<file path="src/rtl/pwm_pkg.sv">
// Shared constants and types for the PWM output peripheral.
// Widths, the 100 % duty code and the default prescale all live here.
package pwm_pkg;

  localparam int          PWM_W                = 8;
  localparam logic [7:0]  PWM_DUTY_FULL        = 8'hFF;
  localparam int          PWM_PRESCALE_DEFAULT = 13;
  localparam int          NUM_OUT              = 16;

  typedef logic [NUM_OUT-1:0] pin_vec_t;
  typedef logic [PWM_W-1:0]   pwm_word_t;

endpackage

</file>
<file path="src/rtl/pwm_if.sv">
// Configuration registers from the SPI register block and the pin drive vector.
// The master side owns the configuration; the slave side owns the pin drive.
interface pwm_if;
  import pwm_pkg::*;

  logic [7:0]   en_reg_out_7_0;
  logic [7:0]   en_reg_out_15_8;
  logic [7:0]   en_reg_pwm_7_0;
  logic [7:0]   en_reg_pwm_15_8;
  pwm_word_t    pwm_duty_cycle;
  pin_vec_t     out;

  modport master (
    output en_reg_out_7_0, en_reg_out_15_8, en_reg_pwm_7_0, en_reg_pwm_15_8,
    output pwm_duty_cycle,
    input  out
  );

  modport slave (
    input  en_reg_out_7_0, en_reg_out_15_8, en_reg_pwm_7_0, en_reg_pwm_15_8,
    input  pwm_duty_cycle,
    output out
  );

endinterface

</file>
<file path="src/rtl/pwm_timebase.sv">
// Prescaler, 8-bit period counter and period-aligned duty shadow.
// Produces the shared unregistered PWM level for all PWM-selected pins.
module pwm_timebase
  import pwm_pkg::*;
#(
  parameter int PRESCALE = PWM_PRESCALE_DEFAULT
) (
  input  logic      clk,
  input  logic      rst_n,
  input  pwm_word_t duty,
  output logic      pwm_raw
);

  localparam logic [7:0] PRE_MAX = 8'(PRESCALE - 1);

  logic [7:0] pre_cnt;
  pwm_word_t  pwm_cnt;
  pwm_word_t  duty_q;
  logic       tick;
  logic       wrap;

  assign tick = (pre_cnt == PRE_MAX);
  assign wrap = tick && (pwm_cnt == {PWM_W{1'b1}});

  // Duty is sampled only at the wrap so a mid-period write cannot cut a pulse short or add one.
  always_ff @(posedge clk or negedge rst_n) begin
    if (!rst_n) begin
      pre_cnt <= '0;
      pwm_cnt <= '0;
      duty_q  <= '0;
    end else begin
      pre_cnt <= tick ? 8'd0 : pre_cnt + 8'd1;
      if (tick) pwm_cnt <= pwm_cnt + 1'b1;
      if (wrap) duty_q  <= duty;
    end
  end

  assign pwm_raw = (duty_q == PWM_DUTY_FULL) || (pwm_cnt < duty_q);

endmodule

</file>
<file path="src/rtl/pwm_peripheral.sv">
// Drives 16 general-purpose pins as static 0/1 or the shared PWM waveform.
// Per-pin mux is combinational; the pin vector is registered once.
module pwm_peripheral
  import pwm_pkg::*;
#(
  parameter int PRESCALE = PWM_PRESCALE_DEFAULT
) (
  input  logic  clk,
  input  logic  rst_n,
  pwm_if.slave  bus
);

  pin_vec_t en_out;
  pin_vec_t en_pwm;
  pin_vec_t drive_p0;
  pin_vec_t out_p1;
  logic     pwm_raw;

  assign en_out = {bus.en_reg_out_15_8, bus.en_reg_out_7_0};
  assign en_pwm = {bus.en_reg_pwm_15_8, bus.en_reg_pwm_7_0};

  pwm_timebase #(
    .PRESCALE (PRESCALE)
  ) u_timebase (
    .clk     (clk),
    .rst_n   (rst_n),
    .duty    (bus.pwm_duty_cycle),
    .pwm_raw (pwm_raw)
  );

  // Stage p0 -> p1: a PWM select without the matching output enable leaves the pin at 0.
  assign drive_p0 = en_out & (~en_pwm | {NUM_OUT{pwm_raw}});

  always_ff @(posedge clk or negedge rst_n) begin
    if (!rst_n) out_p1 <= '0;
    else        out_p1 <= drive_p0;
  end

  assign bus.out = out_p1;

endmodule

</file>
<file path="src/flat_wrapper.sv">
// flat-port wrapper written by rule: the top's interface ports become plain ports
module pwm_peripheral_flat import pwm_pkg::*;
#(
  parameter int PRESCALE = PWM_PRESCALE_DEFAULT
)
  (clk, rst_n, bus_en_reg_out_7_0, bus_en_reg_out_15_8, bus_en_reg_pwm_7_0, bus_en_reg_pwm_15_8, bus_pwm_duty_cycle, bus_out);
  pwm_if bus_i ();
  input  logic clk;
  input  logic rst_n;
  input wire logic [$bits(bus_i.en_reg_out_7_0)-1:0] bus_en_reg_out_7_0;
  input wire logic [$bits(bus_i.en_reg_out_15_8)-1:0] bus_en_reg_out_15_8;
  input wire logic [$bits(bus_i.en_reg_pwm_7_0)-1:0] bus_en_reg_pwm_7_0;
  input wire logic [$bits(bus_i.en_reg_pwm_15_8)-1:0] bus_en_reg_pwm_15_8;
  input wire logic [$bits(bus_i.pwm_duty_cycle)-1:0] bus_pwm_duty_cycle;
  output wire logic [$bits(bus_i.out)-1:0] bus_out;
  assign bus_i.en_reg_out_7_0 = bus_en_reg_out_7_0;
  assign bus_i.en_reg_out_15_8 = bus_en_reg_out_15_8;
  assign bus_i.en_reg_pwm_7_0 = bus_en_reg_pwm_7_0;
  assign bus_i.en_reg_pwm_15_8 = bus_en_reg_pwm_15_8;
  assign bus_i.pwm_duty_cycle = bus_pwm_duty_cycle;
  assign bus_out = bus_i.out;
  pwm_peripheral #(.PRESCALE(PRESCALE)) u_core (.clk(clk), .rst_n(rst_n), .bus(bus_i));
endmodule
</file>
<file path="config.mk">
export PLATFORM = sky130hd
export DESIGN_NAME = pwm_peripheral_flat
export DESIGN_NICKNAME = d
export VERILOG_FILES = /design/src/rtl/pwm_pkg.sv /design/src/rtl/pwm_if.sv /design/src/rtl/pwm_timebase.sv /design/src/rtl/pwm_peripheral.sv /design/src/flat_wrapper.sv
export SDC_FILE = /design/constraint.sdc
export NUM_CORES = 1
export LEC_CHECK = 0
export ABC_AREA = 1
export CORE_ASPECT_RATIO = 0.8
export CORE_MARGIN = 3
export CORE_UTILIZATION = 35
export CTS_CLUSTER_SIZE = 28
export DETAILED_ROUTE_END_ITERATION = 8
export PLACE_DENSITY = 0.62
export SYNTH_ARGS = -nofsm -noshare
export SYNTH_HDL_FRONTEND = slang
export SYNTH_SLANG_ARGS = --single-unit
</file>
<file path="constraint.sdc">
create_clock -name clk -period 1.8 [get_ports clk]
set_input_delay 0.27 -clock clk [delete_from_list [all_inputs] [get_ports clk]]
set_output_delay 0.27 -clock clk [all_outputs]
set_load 0.05 [all_outputs]
</file>
; ---- After elaboration in Yosys (flattened, before gate mapping)
; Cells that the tools add are included.
[totals]
ff_bits = 40
out_inout_bits = 16
[classes]
add_sub_neg = 2
n_lt_le_gt_ge = 1
n_eq_ne = 3
mux = 1
bitwise_logic = 3
reduce_logical = 2
[op_table]
columns = cell, count
row1 = "8-bit by 1-bit adder with 8-bit output, second input constant", 2
row2 = 16-bit bitwise AND, 1
row3 = "8-bit equality test, second input constant", 2
row4 = 16-bit inverter, 1
row5 = 16-bit bitwise OR, 1
row6 = "8-bit by 4-bit equality test with 1-bit output, second input constant", 1
row7 = 8-bit < comparator, 1
row8 = 8-bit two-way mux, 1
row9 = 1-bit logical AND, 1
row10 = 1-bit logical OR, 1

; ---- Logic depth before layout (Yosys ltp)
[logic_depth]
ltp_word = 4
mapped_depth = 12
depth_no_buf = 11

; ---- Modules after synthesis
; A second synthesis with hierarchy kept.
[unflattened]
hier_cells = 218
area_unflattened_um2 = 1949.4
[modules_own_cells]
columns = module, n_inst, cells_each, area_each_um2
row1 = pwm_timebase, 1, 168, 1348.8
row2 = pwm_peripheral, 1, 50, 600.6

; ---- Worst setup path after synthesis
; No wires, ideal clock.
[synth_timing]
path_type = register -> register
startpoint = register u_core.u_timebase.pwm_cnt[3]
endpoint = register u_core.out_p1[10], in the netlist u_core.bus.out[10]
setup_time_ns = 0.113
t_arrival_ns = 1.352
required_time_ns = 1.687
slack_ns = 0.335
stages_incl_launch_ff = 12
n_path_buf = 1
synth_period_minus_slack_ns = 1.465
cell_sequence = dfrtp_1 -> ha_1 -> nand2_1 -> inv_1 -> nand2_1 -> nand2_1 -> nand2_1 -> nand2_1 -> buf_4 -> nand3_1 -> nand2_1 -> inv_1
[synth_between]
elab_chain_len = 4
[synth_lines]
columns = item, line_no
row1 = "start, declared", pwm_timebase.sv:17  ; pwm_word_t pwm_cnt;
row2 = "start signal, assigned", pwm_timebase.sv:33  ; if (tick) pwm_cnt <= pwm_cnt + 1'b1;
row3 = 8-bit < comparator, pwm_timebase.sv:38  ; assign pwm_raw = (duty_q == PWM_DUTY_FULL) || (pwm_cnt < duty_q);
row4 = 1-bit logical OR, pwm_timebase.sv:38
row5 = 16-bit bitwise OR, pwm_peripheral.sv:32  ; assign drive_p0 = en_out & (~en_pwm | {NUM_OUT{pwm_raw}});
row6 = 16-bit bitwise AND, pwm_peripheral.sv:32
row7 = via u_core.drive_p0[10], pwm_peripheral.sv:15  ; pin_vec_t drive_p0;
row8 = "end signal, assigned", pwm_peripheral.sv:36  ; else out_p1 <= drive_p0;
row9 = "end, declared", pwm_peripheral.sv:16  ; pin_vec_t out_p1;
; The timed path passes the listed nets, and every way through them passes these cells.
; A chain may end at the register's enable or synchronous reset.

; ---- Worst setup path in the final report
[layout_timing]
startpoint = register u_core.out_p1[10], in the netlist u_core.bus.out[10]
endpoint = output bus_out[10]
[layout_lines]
columns = item, line_no
row1 = "end, declared", flat_wrapper.sv:15  ; output wire logic [$bits(bus_i.out)-1:0] bus_out;
; No word-level cell between the ends.

==> run_results.csv <==
group,metric,value,unit
outcome,outcome,"finished clean",
routing,totalWireLength,4180,um
synthesis,yosys_most_used_dff,"dfrtp_1",
finish,layout-drive-gt1-share,0.0737,
routing,drc,0,
critical_path,cp.depth,1,
critical_path,rr_endpoint,"u_core.u_timebase.pwm_cnt[1]",
synthesis,yosysWarnings,0,
finish,antenna_cells,0,
power,seq_power_share,0.471,
clock_tree,holdBufCountCts,0,
critical_path,crit_path_start_kind,"flip-flop",
timing,finalHoldViolCount,0,
critical_path,reg2reg_from,"u_core.u_timebase.pre_cnt[0]",
die,io_pins,58,
critical_path,crit_end,"bus_out[10]",
timing,fmax,0.586,GHz
critical_path,crit_path_start,"u_core.bus.out[10]",
power,vdd_drop_max,0.324,mV
synthesis,synth_most_common_cell,"nand2_1",
critical_path,crit_buf_inv,1,
global_route,grt_max_degree,41,
timing,drv_slew,0,
synthesis,synth_enable_flop_cells,0,
timing,fin_tns_setup,0,ns
power,power.switching,435,uW
synthesis,syn_area_per_cell,8.87,um^2
die,die_w,88.7,um
die,rows,23,
synthesis,ys_types,20,
clock_tree,cts_buffers,5,
clock_tree,cts_resized,0,
synthesis,yosysTopAreaCellShare,0.523,
critical_path,crit_path_top_delay_cell,"clkdlybuf4s50_1",
global_route,grt_pass1_vias,1544,
synthesis,ys_seq_area_frac,0.523,
critical_path,rrSetupSlack,0.17,ns
critical_path,crit_chain,"clkdlybuf4s50_1",
clock_tree,clkTransAtPathRegs,0.08,ns
routing,via_per_inst,4.54,
critical_path,worst_r2r_path_depth,6,
clock_tree,clock_path_buffers,2,
synthesis,synth_nets,268,
timing,post-route-min-period,1.71,ns
critical_path,cp-end-kind,"primary output",
timing,tightest_slew,0.520,ns
power,p_int,1520,uW
finish,fin_cells,347,
routing,vias,1577,
critical_path,worstPathMaxFanout,1,
clock_tree,post_cts_buffers,0,
die,die_h,72.2,um
synthesis,synth_area_leaders,"dfrtp_1 (52%), nand2_1 (11%), inv_1 (7.6%)",
placement,portBuffers,57,
routing,postRouteAntennaNets,0,
synthesis,synth_common_cells,"nand2_1 (55), dfrtp_1 (40), inv_1 (39), nand3_1 (28)",
die,die_area,0.00640,mm^2
clock_tree,cts.sinks,40,
placement,dp_hpwl,3120,um
power,clockPowerShare,0.413,
power,finalPower,1950,uW
global_route,grt_pass1_wl,7150,um
critical_path,path_class,"reg -> out",
synthesis,ys_ff_latch,40,
synthesis,yosysTopAreaCell,"dfrtp_1",
placement,gp_congestion,0.795,
timing,slew_headroom,0.654,
power,combPwrFrac,0.116,
power,p_leak,0.00140,uW
synthesis,async_flop_share,1.00,
hold_path,hp-class,"in -> async",
power,switching_share,0.223,
die,start_util,0.372,
critical_path,worstPathRequired,1.53,ns
timing,skew,0.00431,ns
timing,min_period_over_period,0.948,
global_route,grt-ovfl-total,0,
routing,drt_pass1_iterations,4,
run,max_cap_viol_count,0,
finish,area_growth,42.0,%
global_route,antenna_found_initial,0,
placement,placed_cells,339,
critical_path,worstPathArrival,1.44,ns
timing,rsz0062_at_grt,"false",
power,power_density,718,mW/mm^2
routing,wire_per_inst,12.0,um
global_route,grtUsageTotal,0.144,
clock_tree,cts_root_buf,"clkbuf_8",
clock_tree,clock_latency,0.29,ns
clock_tree,tritoncts,"built",
critical_path,max_stage_delay,0.81,ns
synthesis,netlist_instances,216,
timing,setup_viol,0,
synthesis,syn_area,0.00192,mm^2
clock_tree,h-tree-depth,2,
critical_path,cp_top_family,"buffers and inverters",
routing,drt-initial-drc-count,60,
finish,final_nets,336,
die,core_area,0.00515,mm^2
state kept, by name (all words and copies together) (netlist names):
| name | flops |
|---|---|
| u_core.u_timebase.duty_q | 8 |
| u_core.u_timebase.pwm_cnt | 8 |
| u_core.bus.out | 16 |
| u_core.u_timebase.pre_cnt | 8 |
routing by layer:
layer  vias to the layer above  wire (um)  track usage
li1                        809          -            -
met1                       715       2070        0.207
met2                        47       1760        0.213
met3                         6        297       0.0409
met4                         0         50       0.0352
met5                         -          0            0
power groups by stage:
stage	Sequential (uW)	Clock (uW)	Combinational (uW)
after floorplan	1010	0	13.4
after global placement	938	0	230
after detailed placement	938	0	230
after CTS	920	828	231
after global routing	922	872	241
final	920	807	227
logic make-up after synthesis:
| family | synth area share |
|---|---|
| muxes | 0.00588 |
| buffers and inverters | 0.0895 |
| AOI/OAI and AO/OA | 0.0255 |
| DFF | 0.523 |
| adders and majority gates | 0.0653 |
| and+or+nand+nor | 0.246 |
| xor gates and xnor gates | 0.0457 |
worst min path at each step:
stage | slack, ns | cells past startpoint | endpoint | from
global placement | 0.37 | 2 | u_core.u_timebase.pwm_cnt[5] | rst_n
detailed placement | 0.37 | 2 | u_core.u_timebase.duty_q[4] | rst_n
CTS | 0.05 | 2 | u_core.u_timebase.duty_q[5] | rst_n
finish | 0.02 | 2 | u_core.u_timebase.pwm_cnt[5] | rst_n
floorplan | -0.03 | 0 | u_core.bus.out[0] | rst_n
global route | 0.07 | 2 | u_core.u_timebase.pwm_cnt[5] | rst_n
layout by cell type (no fill, tap or decap), types with 2 or more instances in the layout:
cell,n
inv_1,39
nor3_1,5
nor3b_1,2
nand2_1,55
clkbuf_8,7
nand3_1,28
nor2_1,7
xor2_1,10
clkdlybuf4s50_1,56
nand4_1,3
o21ai_0,3
ha_1,10
dfrtp_1,40
a21oi_1,4
buf_4,8
through the flow:
step,util,area (um^2),hold WS [ns],setup slack (ns)
after floorplan,-,1920,-0.0256,0.335
after global placement,0.504,2590,0.368,0.216
after detailed placement,0.504,2590,0.368,0.182
after CTS,0.528,2720,0.0491,0.0691
after global routing,0.528,2720,0.0700,0.0353
final,0.528,2720,0.0232,0.0938
layout make-up:
class / count / area [um^2]
fillers: 476 / 2430
flip-flops and latches: 40 / 1000
clock inverters: 1 / 30.0
repair buffers: 65 / 626
well taps: 62 / 77.6
inverters: 39 / 146
multi-input cells: 133 / 743
clock buffers: 7 / 96.3
Power figures use the tool's default switching activity.
